File: config.mk
export PLATFORM = sky130hd
export DESIGN_NAME = store_unit
export DESIGN_NICKNAME = d
export VERILOG_FILES = /design/src/rtl/store_unit.sv
export SDC_FILE = /design/constraint.sdc
export NUM_CORES = 1
export LEC_CHECK = 0
export CAP_MARGIN = 30
export CORE_ASPECT_RATIO = 1.4
export CORE_MARGIN = 2
export CORE_UTILIZATION = 40
export DETAILED_ROUTE_END_ITERATION = 8
export GPL_TIMING_DRIVEN = 1
export PLACE_DENSITY = 0.69
export SYNTH_ARGS = -nofsm -noshare
export SYNTH_HDL_FRONTEND = slang
export SYNTH_SLANG_ARGS = --single-unit
File: constraint.sdc
create_clock -name clk -period 3.4 [get_ports clk]
set_input_delay 1.02 -clock clk [delete_from_list [all_inputs] [get_ports clk]]
set_output_delay 1.02 -clock clk [all_outputs]
set_load 0.005 [all_outputs]
File: src/rtl/store_unit.sv
// Store path for the rv32i softcore: effective address, lane placement,
// and one or two aligned write beats per store on a valid/ready bus.
module store_unit #(
   parameter int XLEN           = 32,
   parameter bit ALLOW_MISALIGN = 1'b1
) (
   input  logic              clk,
   input  logic              rst_n,
   input  logic              in_valid,
   output logic              in_ready,
   input  logic [XLEN-1:0]   rs1_data,
   input  logic [XLEN-1:0]   rs2_data,
   input  logic [XLEN-1:0]   imm,
   input  logic [2:0]        funct3,
   output logic              bus_valid,
   input  logic              bus_ready,
   output logic [XLEN-1:0]   bus_addr,
   output logic [XLEN-1:0]   bus_wdata,
   output logic [XLEN/8-1:0] bus_wstrb,
   input  logic              bus_ack,
   input  logic              bus_err,
   output logic              done,
   output logic              err,
   output logic [1:0]        err_code,
   output logic              busy
);

   localparam int BYTES = XLEN / 8;
   localparam int OW    = $clog2(BYTES);

   typedef enum logic [2:0] {
      IDLE, BEAT0, WAIT0, BEAT1, WAIT1, DONE, FAULT
   } state_t;

   state_t            state, state_n;
   logic [1:0]        code_q, code_n;
   logic [XLEN-1:0]   addr_q, data_q;
   logic [1:0]        lsz_q;

   logic              accept;
   logic [XLEN-1:0]   ea;
   logic [XLEN-1:0]   data_m;
   logic [4:0]        in_size;
   logic [3:0]        in_amask;
   logic              illegal, misal;

   logic [OW-1:0]     off;
   logic [OW:0]       rem;
   logic [4:0]        size_q;
   logic              split;
   logic [XLEN-1:0]   base;
   logic [2*BYTES-1:0] mask;

   assign accept   = in_valid && (state == IDLE);
   assign ea       = rs1_data + imm;
   assign in_size  = 5'd1 << funct3[1:0];
   assign in_amask = in_size[3:0] - 4'd1;
   assign illegal  = funct3[2] ||
                     ((funct3[1:0] == 2'b11) && (XLEN == 32));
   assign misal    = (ea[3:0] & in_amask) != 4'd0;

   // Bytes beyond the store size are zeroed so unused lanes stay clean
   always_comb begin
      data_m = '0;
      for (int i = 0; i < BYTES; i++) begin
         if (i < int'(in_size))
            data_m[8*i +: 8] = rs2_data[8*i +: 8];
      end
   end

   assign off    = addr_q[OW-1:0];
   assign rem    = (OW+1)'(BYTES) - {1'b0, off};
   assign size_q = 5'd1 << lsz_q;
   assign split  = (5'(off) + size_q) > 5'(BYTES);
   assign base   = {addr_q[XLEN-1:OW], {OW{1'b0}}};
   assign mask   = ~({(2*BYTES){1'b1}} << size_q);

   always_ff @(posedge clk or negedge rst_n) begin
      if (!rst_n) begin
         state  <= IDLE;
         code_q <= 2'd0;
         addr_q <= '0;
         data_q <= '0;
         lsz_q  <= 2'd0;
      end else begin
         state  <= state_n;
         code_q <= code_n;
         if (accept) begin
            addr_q <= ea;
            data_q <= data_m;
            lsz_q  <= funct3[1:0];
         end
      end
   end

   always_comb begin
      state_n = state;
      code_n  = code_q;
      case (state)
         IDLE: begin
            if (accept) begin
               if (illegal) begin
                  state_n = FAULT;
                  code_n  = 2'd1;
               end else if (!ALLOW_MISALIGN && misal) begin
                  state_n = FAULT;
                  code_n  = 2'd2;
               end else begin
                  state_n = BEAT0;
                  code_n  = 2'd0;
               end
            end
         end
         BEAT0: if (bus_ready) state_n = WAIT0;
         WAIT0: begin
            if (bus_ack) begin
               if (bus_err) begin
                  state_n = DONE;
                  code_n  = 2'd3;
               end else if (split) begin
                  state_n = BEAT1;
               end else begin
                  state_n = DONE;
                  code_n  = 2'd0;
               end
            end
         end
         BEAT1: if (bus_ready) state_n = WAIT1;
         WAIT1: begin
            if (bus_ack) begin
               state_n = DONE;
               code_n  = bus_err ? 2'd3 : 2'd0;
            end
         end
         DONE:    state_n = IDLE;
         FAULT:   state_n = IDLE;
         default: state_n = IDLE;
      endcase
   end

   // Bus outputs are decoded from state so reset clears them at once
   always_comb begin
      bus_valid = 1'b0;
      bus_addr  = '0;
      bus_wdata = '0;
      bus_wstrb = '0;
      case (state)
         BEAT0: begin
            bus_valid = 1'b1;
            bus_addr  = base;
            bus_wdata = data_q << {off, 3'b000};
            bus_wstrb = BYTES'(mask << off);
         end
         BEAT1: begin
            bus_valid = 1'b1;
            bus_addr  = base + XLEN'(BYTES);
            bus_wdata = data_q >> {rem, 3'b000};
            bus_wstrb = BYTES'(mask >> rem);
         end
         default: ;
      endcase
   end

   assign in_ready = (state == IDLE);
   assign busy     = (state != IDLE);
   assign done     = (state == DONE) || (state == FAULT);
   assign err_code = done ? code_q : 2'd0;
   assign err      = done && (code_q != 2'd0);

endmodule

==> qor.log, run 1 <==
[clocking] Clock Latency Late Sink 0.34 ns
[sta] Max Clk Rate 301.7 MHz
[cells_and_area] fraction of final layout cells sized beyond drive strength 1 15.09%
[sta] final sum of negative setup slack 0 ns
[cells_and_area] FF/Latch Area 0.001778 mm2
[detailed_routing] post-route ant nets 0
[worst_setup_path] endpoint kind of the worst setup timing path primary output
[sta] worst max-slew margin expressed relative to the limit 38.77%
[yosys] EDFF count, synth 0
[clocking] Bufs on Longest Clock Path 2
[yosys] fraction of the yosys area taken by sequential cells 27.38%
[worst_setup_path] origin of the worst setup path addr_q[6]
[detailed_routing] router iterations before antenna repair 5
[yosys] portion of synthesized cell area occupied by the leading cell type 27.38%
[worst_setup_path] r2r endpoint code_q[0]
[detailed_routing] DRC violation total after the first TritonRoute iteration 502
[worst_setup_path] worst path required time 2.38 ns
[sta] Slew Viols, Final 0
[global_route] vias in the first global route 6918
[min_path] type of the most critical hold path reg -> reg
[clocking] number of H-tree levels 3
[sta] final hold vios 0
[yosys] count of different cell masters after synthesis 63
[floorplan] number of rows in the core area 55
[worst_setup_path] capturing element of the worst setup path bus_addr[10]
[floorplan] width of the chip 111.6 um
[detailed_routing] per-cell via count in the routed design 5.544
[min_path] startpoint of the lowest-slack hold path code_q[1]
[cells_and_area] Layout Area Growth over Synthesis 43.50%
[global_route] initial antenna violation count 3
[floorplan] die footprint 0.01727 mm2
[detailed_routing] detailed-route via count 6958
[yosys] gate count of the mapped netlist 835
[cells_and_area] final-layout fill cell count 1487
[detailed_routing] WL met2 10530 um
[yosys] yosys warns 0
[detailed_routing] detailed-route wire length per cell 16.01 um
[job] max-cap viol count 0
[sta] final setup violation count 0
[yosys] Post-Syn Area 0.006489 mm2
[sta] actual slew at the worst max-slew pin 0.9184 ns
[sta] time the final worst path needs with I/O delays and setup 3.315 ns
[yosys] fraction of registers with async set/reset 100.0%
[global_route] GR Util All Layers 23.03%
[global_route] grt ovf 0
[power] net switching power 2.885 mW
[detailed_routing] wire length on met1 7797 um
[detailed_routing] routed wire length on met3 1100 um
[place] pre-CTS worst setup slack -0.1739 ns
[worst_setup_path] r2r startpoint addr_q[0]
[floorplan] starting density of the core 40.47%
[run_status] run status finished clean
[sta] final critical-path share of the clock period 97.50%
[yosys] synthesis-stage register bit count 71
[cells_and_area] multi-input gate area in the final layout 0.004528 mm2
[yosys] dominant cell type by area after synthesis dfrtp_1
[worst_setup_path] data arrival time at the worst-slack endpoint 2.29 ns
[global_route] pin count of the biggest net entering global routing 72
[power] Sw Share 43.97%
[power] power share of the combinational group 59.6%
[power] cell internal power dissipation 3.677 mW
[power] total power 6.562 mW
[sta] final hold slack 0.4924 ns
[place] HPWL after detailed placement 15210 um
[yosys] Post-synth top flop dfrtp_1
[worst_setup_path] highest-delay cell along the critical path clkdlybuf4s50_1
[worst_setup_path] setup slack of the worst register-to-register path 0.78 ns
[clocking] total clock buffers created by CTS 9
[worst_setup_path] peak per-stage delay on the critical path 0.53 ns
[place] count of input and output buffers 177
[power] Flop pwr share 25.9%
[power] clock network power share 14.5%
[worst_setup_path] sequence of cells on the critical path and4_4 > and3_4 > and2_4 > buf_4 > nand2_1 > xor2_1 > nor2_1 > clkdlybuf4s50_1
[worst_setup_path] kind of start point of the critical path register
[clocking] CTS tree built
[sta] worst-case clock skew 0.007565 ns
[detailed_routing] Routed Wire Length 20100 um
[power] peak ir drop on the vdd network 481.0 uV
[place] routability congestion estimate from global placement 0.8933
[power] power density over the cells 704.8 mW/mm2
[clocking] clk root buf clkbuf_16
[floorplan] Core ar. 0.01603 mm2
[yosys] synthesized area per cell 7.771 um2
[clocking] clock slew at the register clock pins of the worst setup and hold paths 0.06 ns
[clocking] count of hold buffers inserted by post-cts repair 0
[detailed_routing] DRC Markers 0
[worst_setup_path] peak fanout along the critical path 3
[worst_setup_path] worst reg-to-reg path cell count 10
[detailed_routing] uppermost layer routed met5
[sta] Setup WS post-layout 0.08511 ns
[yosys] top cells by area in the synthesized netlist dfrtp_1 27%, mux2i_1 7.4%, a21oi_1 7.2%, nand2_1 7.1%, ha_1 6.9%
[cells_and_area] net count reported at finish 1192
[clocking] count of clock tree sinks 71
[global_route] first-pass GRT wire length 32790 um
[floorplan] Die Ht 154.7 um
[floorplan] number of placed I/O pins 180
[power] static leakage power 4.239 nW
[worst_setup_path] critical path class reg -> out
-- how the worst min path moves through the flow --
stage / to / slack (ns) / cells after the start
global placement: code_q[1] / 0.46 / 2
detailed placement: code_q[1] / 0.47 / 2
global route: code_q[1] / 0.51 / 2
floorplan: code_q[1] / 0.44 / 2
CTS: code_q[1] / 0.49 / 2
finish: code_q[1] / 0.49 / 2
-- metal layers --
layer / track usage (%) / vias up
li1: - / 3424
met1: 25.98 / 3240
met2: 42.89 / 243
met3: 3.409 / 49
met4: 9.641 / 2
met5: 0 / -
-- cells in the mapped netlist, drive strengths merged (18+ instances only) --
cell type / instances
inv: 20
xor2: 38
o21ai: 84
buf: 23
a211oi: 18
o22ai: 19
nor2: 65
clkbuf: 31
mux2i: 48
a21oi: 94
a21o: 19
xnor2: 20
dfrtp: 71
nand2: 123
ha: 36
-- what timing repair did --
action / 4_1_cts / 5_1_grt
buffers inserted: 8 / 0
setup endpoints to repair: 43 / 30
gates resized for setup: 54 / 36
pin swaps: 5 / 4
cloned: 0 / 0
-- power by group through the flow --
stage / registers, mW / clock network (mW) / logic (mW)
floorplan: 1.57 / 0 / 2.35
global placement: 1.67 / 0 / 3.63
detailed placement: 1.69 / 0 / 3.70
CTS: 1.69 / 0.965 / 3.82
global route: 1.77 / 0.998 / 4.32
finish: 1.70 / 0.951 / 3.91
-- cells by family after synthesis --
logic type	share of synthesized area (%)
multiplexers	9.314
other	0.05779
AND/OR/NAND/NOR	18.59
buffers and inverters	4.589
adder cells (fa/ha/maj)	7.559
flip-flops	27.38
AO/OA/AOI/OAI	24.68
XOR/XNOR	7.829
-- registers in the layout, summed over array words and instances, names as in the netlist --
register	count
data_q	32
code_q	2
addr_q	32
state	3
lsz_q	2
-- worst max-delay path, delay by kind of cell (launching register included) --
| family | cells | cell delay (ns) |
|---|---|---|
| AND/OR/NAND/NOR | 5 | 0.79 |
| buffers and inverters | 2 | 0.65 |
| flip-flops | 1 | 0.39 |
| XOR/XNOR | 1 | 0.14 |
-- final cells by class --
| cell class | instances | share of cell area, % |
|---|---|---|
| Timing Repair Buffer | 256 | 25.49 |
| Multi-Input combinational cell | 691 | 48.63 |
| Tap cell | 199 | 2.674 |
| Clock buffer | 11 | 2.607 |
| Clock inverter | 5 | 0.6181 |
| Inverter | 20 | 0.8331 |
| Sequential cell | 71 | 19.09 |
| Antenna cell | 2 | 0.05375 |
-- cell usage in the layout (no fill, tap or decap), types with 4 or more instances in the layout --
master and instances:
o21ai_0 80, a211oi_1 8, o22ai_1 19, clkbuf_16 9, a21o_1 18, a211oi_2 10
and2_1 5, nor3_1 12, mux2i_1 48, nand2_1 121, dfrtp_1 70, inv_2 5
ha_1 34, nand3_1 11, nor2_1 61, and3_1 7, xnor2_1 20, inv_1 14
a21oi_1 92, and3_4 4, dlymetal6s2s_1 8, clkbuf_2 5, nand2b_1 6, mux2_2 11
xor2_1 38, buf_4 74, nand4_1 14, o211ai_1 4, o21bai_1 4, dlygate4sd2_1 26
clkdlybuf4s50_1 134
-- through the flow --
step,cells,utilization [%],cell area [um2]
3_5_place_dp,1229,55.22,8855
2_1_floorplan,836,-,6492
6_report,1255,58.07,9311
4_1_cts,1253,57.69,9250
3_3_place_gp,1229,55.22,8855
5_1_grt,1253,58.04,9306
Power figures use the tool's default switching activity.
==> run 2: changes to the inputs <==
--- a/config.mk
+++ b/config.mk
@@ -10,6 +10,7 @@
 export CORE_MARGIN = 2
 export CORE_UTILIZATION = 40
 export DETAILED_ROUTE_END_ITERATION = 8
+export GPL_ROUTABILITY_DRIVEN = 0
 export GPL_TIMING_DRIVEN = 1
 export PLACE_DENSITY = 0.69
 export SYNTH_ARGS = -nofsm -noshare
==> results of run 2 <==
Same layout as run 1: the final DEF is identical, and so are final timing and power.
==> run 3: changes to the inputs <==
--- a/config.mk
+++ b/config.mk
@@ -11,8 +11,8 @@
 export CORE_UTILIZATION = 40
 export DETAILED_ROUTE_END_ITERATION = 8
 export GPL_ROUTABILITY_DRIVEN = 0
-export GPL_TIMING_DRIVEN = 1
 export PLACE_DENSITY = 0.69
+export SKIP_LAST_GASP = 1
 export SYNTH_ARGS = -nofsm -noshare
 export SYNTH_HDL_FRONTEND = slang
 export SYNTH_SLANG_ARGS = --single-unit
==> run 3 against run 2 <==
The run now ends with setup timing left. Utilization fell by 0.16 points. Worst hold slack barely moved. Sequential power barely moved. Maximum frequency fell by 2.7%. Largest cell class unchanged.
==> qor.log, run 3 (same netlist as run 1, synthesis figures left out) <==
[run_status] run status complete, but fails checks
[run_status] violations in the final reports setup timing
[worst_setup_path] worst path required time 2.38 ns
[place] placed instance count 1229
[cells_and_area] net count reported at finish 1192
[worst_setup_path] data arrival time at the worst-slack endpoint 2.39 ns
[sta] Max Clk Rate 293.7 MHz
[worst_setup_path] r2r startpoint addr_q[0]
[sta] final setup violation count 2
[detailed_routing] per-cell via count in the routed design 5.533
[power] power share of the combinational group 59.4%
[floorplan] starting density of the core 40.47%
[sta] setup repair after global routing missed its margin yes
[sta] final critical-path share of the clock period 100.2%
[power] net switching power 2.846 mW
[floorplan] number of placed I/O pins 180
[sta] actual slew at the worst max-slew pin 0.9187 ns
[sta] worst-case clock skew 0.007460 ns
[floorplan] Die Ht 154.7 um
[worst_setup_path] endpoint kind of the worst setup timing path primary output
[global_route] vias in the first global route 6924
[detailed_routing] router iterations before antenna repair 5
[sta] worst max-slew margin expressed relative to the limit 38.75%
[power] Sw Share 43.63%
[cells_and_area] leading cell types in the layout, fill and taps excluded 138 x clkdlybuf4s50_1, 121 x nand2_1, 92 x a21oi_1, 80 x o21ai_0, 74 x buf_4
[cells_and_area] final design utilization 57.92%
[floorplan] Core ar. 0.01603 mm2
[floorplan] width of the chip 111.6 um
[power] static leakage power 4.219 nW
[floorplan] number of rows in the core area 55
[job] max-cap viol count 0
[sta] Slew Viols, Final 0
[global_route] pin count of the biggest net entering global routing 72
[global_route] initial antenna violation count 3
[power] peak ir drop on the vdd network 477.5 uV
[cells_and_area] number of standard cells in the final layout excluding fillers 1255
[sta] final hold vios 0
[clocking] total clock buffers created by CTS 9
[power] clock network power share 14.5%
[worst_setup_path] peak fanout along the critical path 6
[clocking] clk root buf clkbuf_16
[global_route] GR Util All Layers 23.01%
[worst_setup_path] worst reg-to-reg path cell count 10
[power] Flop pwr share 26.0%
[place] HPWL after detailed placement 15210 um
[worst_setup_path] r2r endpoint code_q[0]
[worst_setup_path] capturing element of the worst setup path bus_wdata[31]
[worst_setup_path] origin of the worst setup path addr_q[1]
[worst_setup_path] critical path class reg -> out
[clocking] number of H-tree levels 3
[global_route] grt ovf 0
[min_path] hold path depth 2
[clocking] count of clock tree sinks 71
[power] power density over the cells 702.4 mW/mm2
[clocking] Bufs on Longest Clock Path 2
[sta] Setup WS post-layout -0.005404 ns
[detailed_routing] DRC violation total after the first TritonRoute iteration 499
[detailed_routing] post-route ant nets 0
[clocking] clock slew at the register clock pins of the worst setup and hold paths 0.06 ns
[floorplan] die footprint 0.01727 mm2
[sta] time the final worst path needs with I/O delays and setup 3.405 ns
[place] count of input and output buffers 177
[global_route] first-pass GRT wire length 32760 um
[detailed_routing] detailed-route wire length per cell 15.95 um
[cells_and_area] fraction of final layout cells sized beyond drive strength 1 14.42%
[detailed_routing] detailed-route via count 6944
[clocking] CTS tree built
[cells_and_area] Layout Area Growth over Synthesis 43.12%
[min_path] type of the most critical hold path reg -> reg
[power] total power 6.522 mW
[detailed_routing] Routed Wire Length 20020 um
[detailed_routing] DRC Markers 0
[clocking] Clock Latency Late Sink 0.33 ns
[cells_and_area] most common cell after layout, fill and taps aside clkdlybuf4s50_1
[worst_setup_path] kind of start point of the critical path register
[worst_setup_path] setup slack of the worst register-to-register path 0.79 ns
[cells_and_area] Top Registers addr_q: 32 flops, data_q: 32 flops, state: 3 flops
[power] cell internal power dissipation 3.677 mW
==> run 3: power by group through the flow <==
stage / registers, mW / clock network (mW) / logic (mW)
finish: 1.70 / 0.948 / 3.88
global route: 1.77 / 0.998 / 4.28
CTS: 1.68 / 0.965 / 3.80
detailed placement: 1.69 / 0 / 3.70
global placement: 1.67 / 0 / 3.63
floorplan: 1.57 / 0 / 2.35
==> run 3: layout make-up <==
class	instances	area, um2
well taps	199	249.0
flip-flops and latches	71	1778
repair buffers	256	2379
diodes	2	5.005
multi-input cells	691	4498
clock buffers	11	242.7
inverters	20	77.57
clock inverters	5	57.56
fillers	1490	6748
==> run 3: metrics by stage <==
step | setup TNS [ns] | hold WS [ns] | setup slack, ns | area [um2]
after CTS | -0.5841 | 0.4927 | -0.2043 | 9234
final | -0.007552 | 0.4923 | -0.005404 | 9286
after floorplan | 0 | 0.4375 | 0.3194 | 6492
after global placement | -0.5433 | 0.4639 | -0.1375 | 8855
after global routing | -0.6741 | 0.5101 | -0.1542 | 9281
after detailed placement | -1.050 | 0.4741 | -0.1739 | 8855
==> run 3: timing repair <==
item	4_1_cts	5_1_grt
hold buffers	0	0
buffers inserted	8	0
pin swaps	5	5
endpoints found under the setup margin	43	34
gates resized for setup	45	34
==> run 3: worst min path at each step <==
stage,from,to,slack [ns]
after floorplan,code_q[1],code_q[1],0.44
after detailed placement,code_q[1],code_q[1],0.47
after global routing,code_q[1],code_q[1],0.51
after global placement,code_q[1],code_q[1],0.46
after CTS,code_q[1],code_q[1],0.49
final,code_q[1],code_q[1],0.49
==> run 3: critical path, stage by stage, from the launching register on <==
cell and delay (ns):
dfrtp_1 0.38, inv_1 0.15, ha_4 0.24, inv_2 0.07, nand4_2 0.10, nor2_2 0.12
buf_4 0.17, a21oi_1 0.08, a211oi_2 0.22, clkdlybuf4s50_1 0.53
==> run 3: per-layer routing <==
layer	vias up	part of all wire (%)	GRT usage, %
met3	48	5.5	3.409
met2	242	53	42.71
li1	3427	-	-
met1	3225	39	26.01
met5	-	0.065	0
met4	2	3.2	9.759
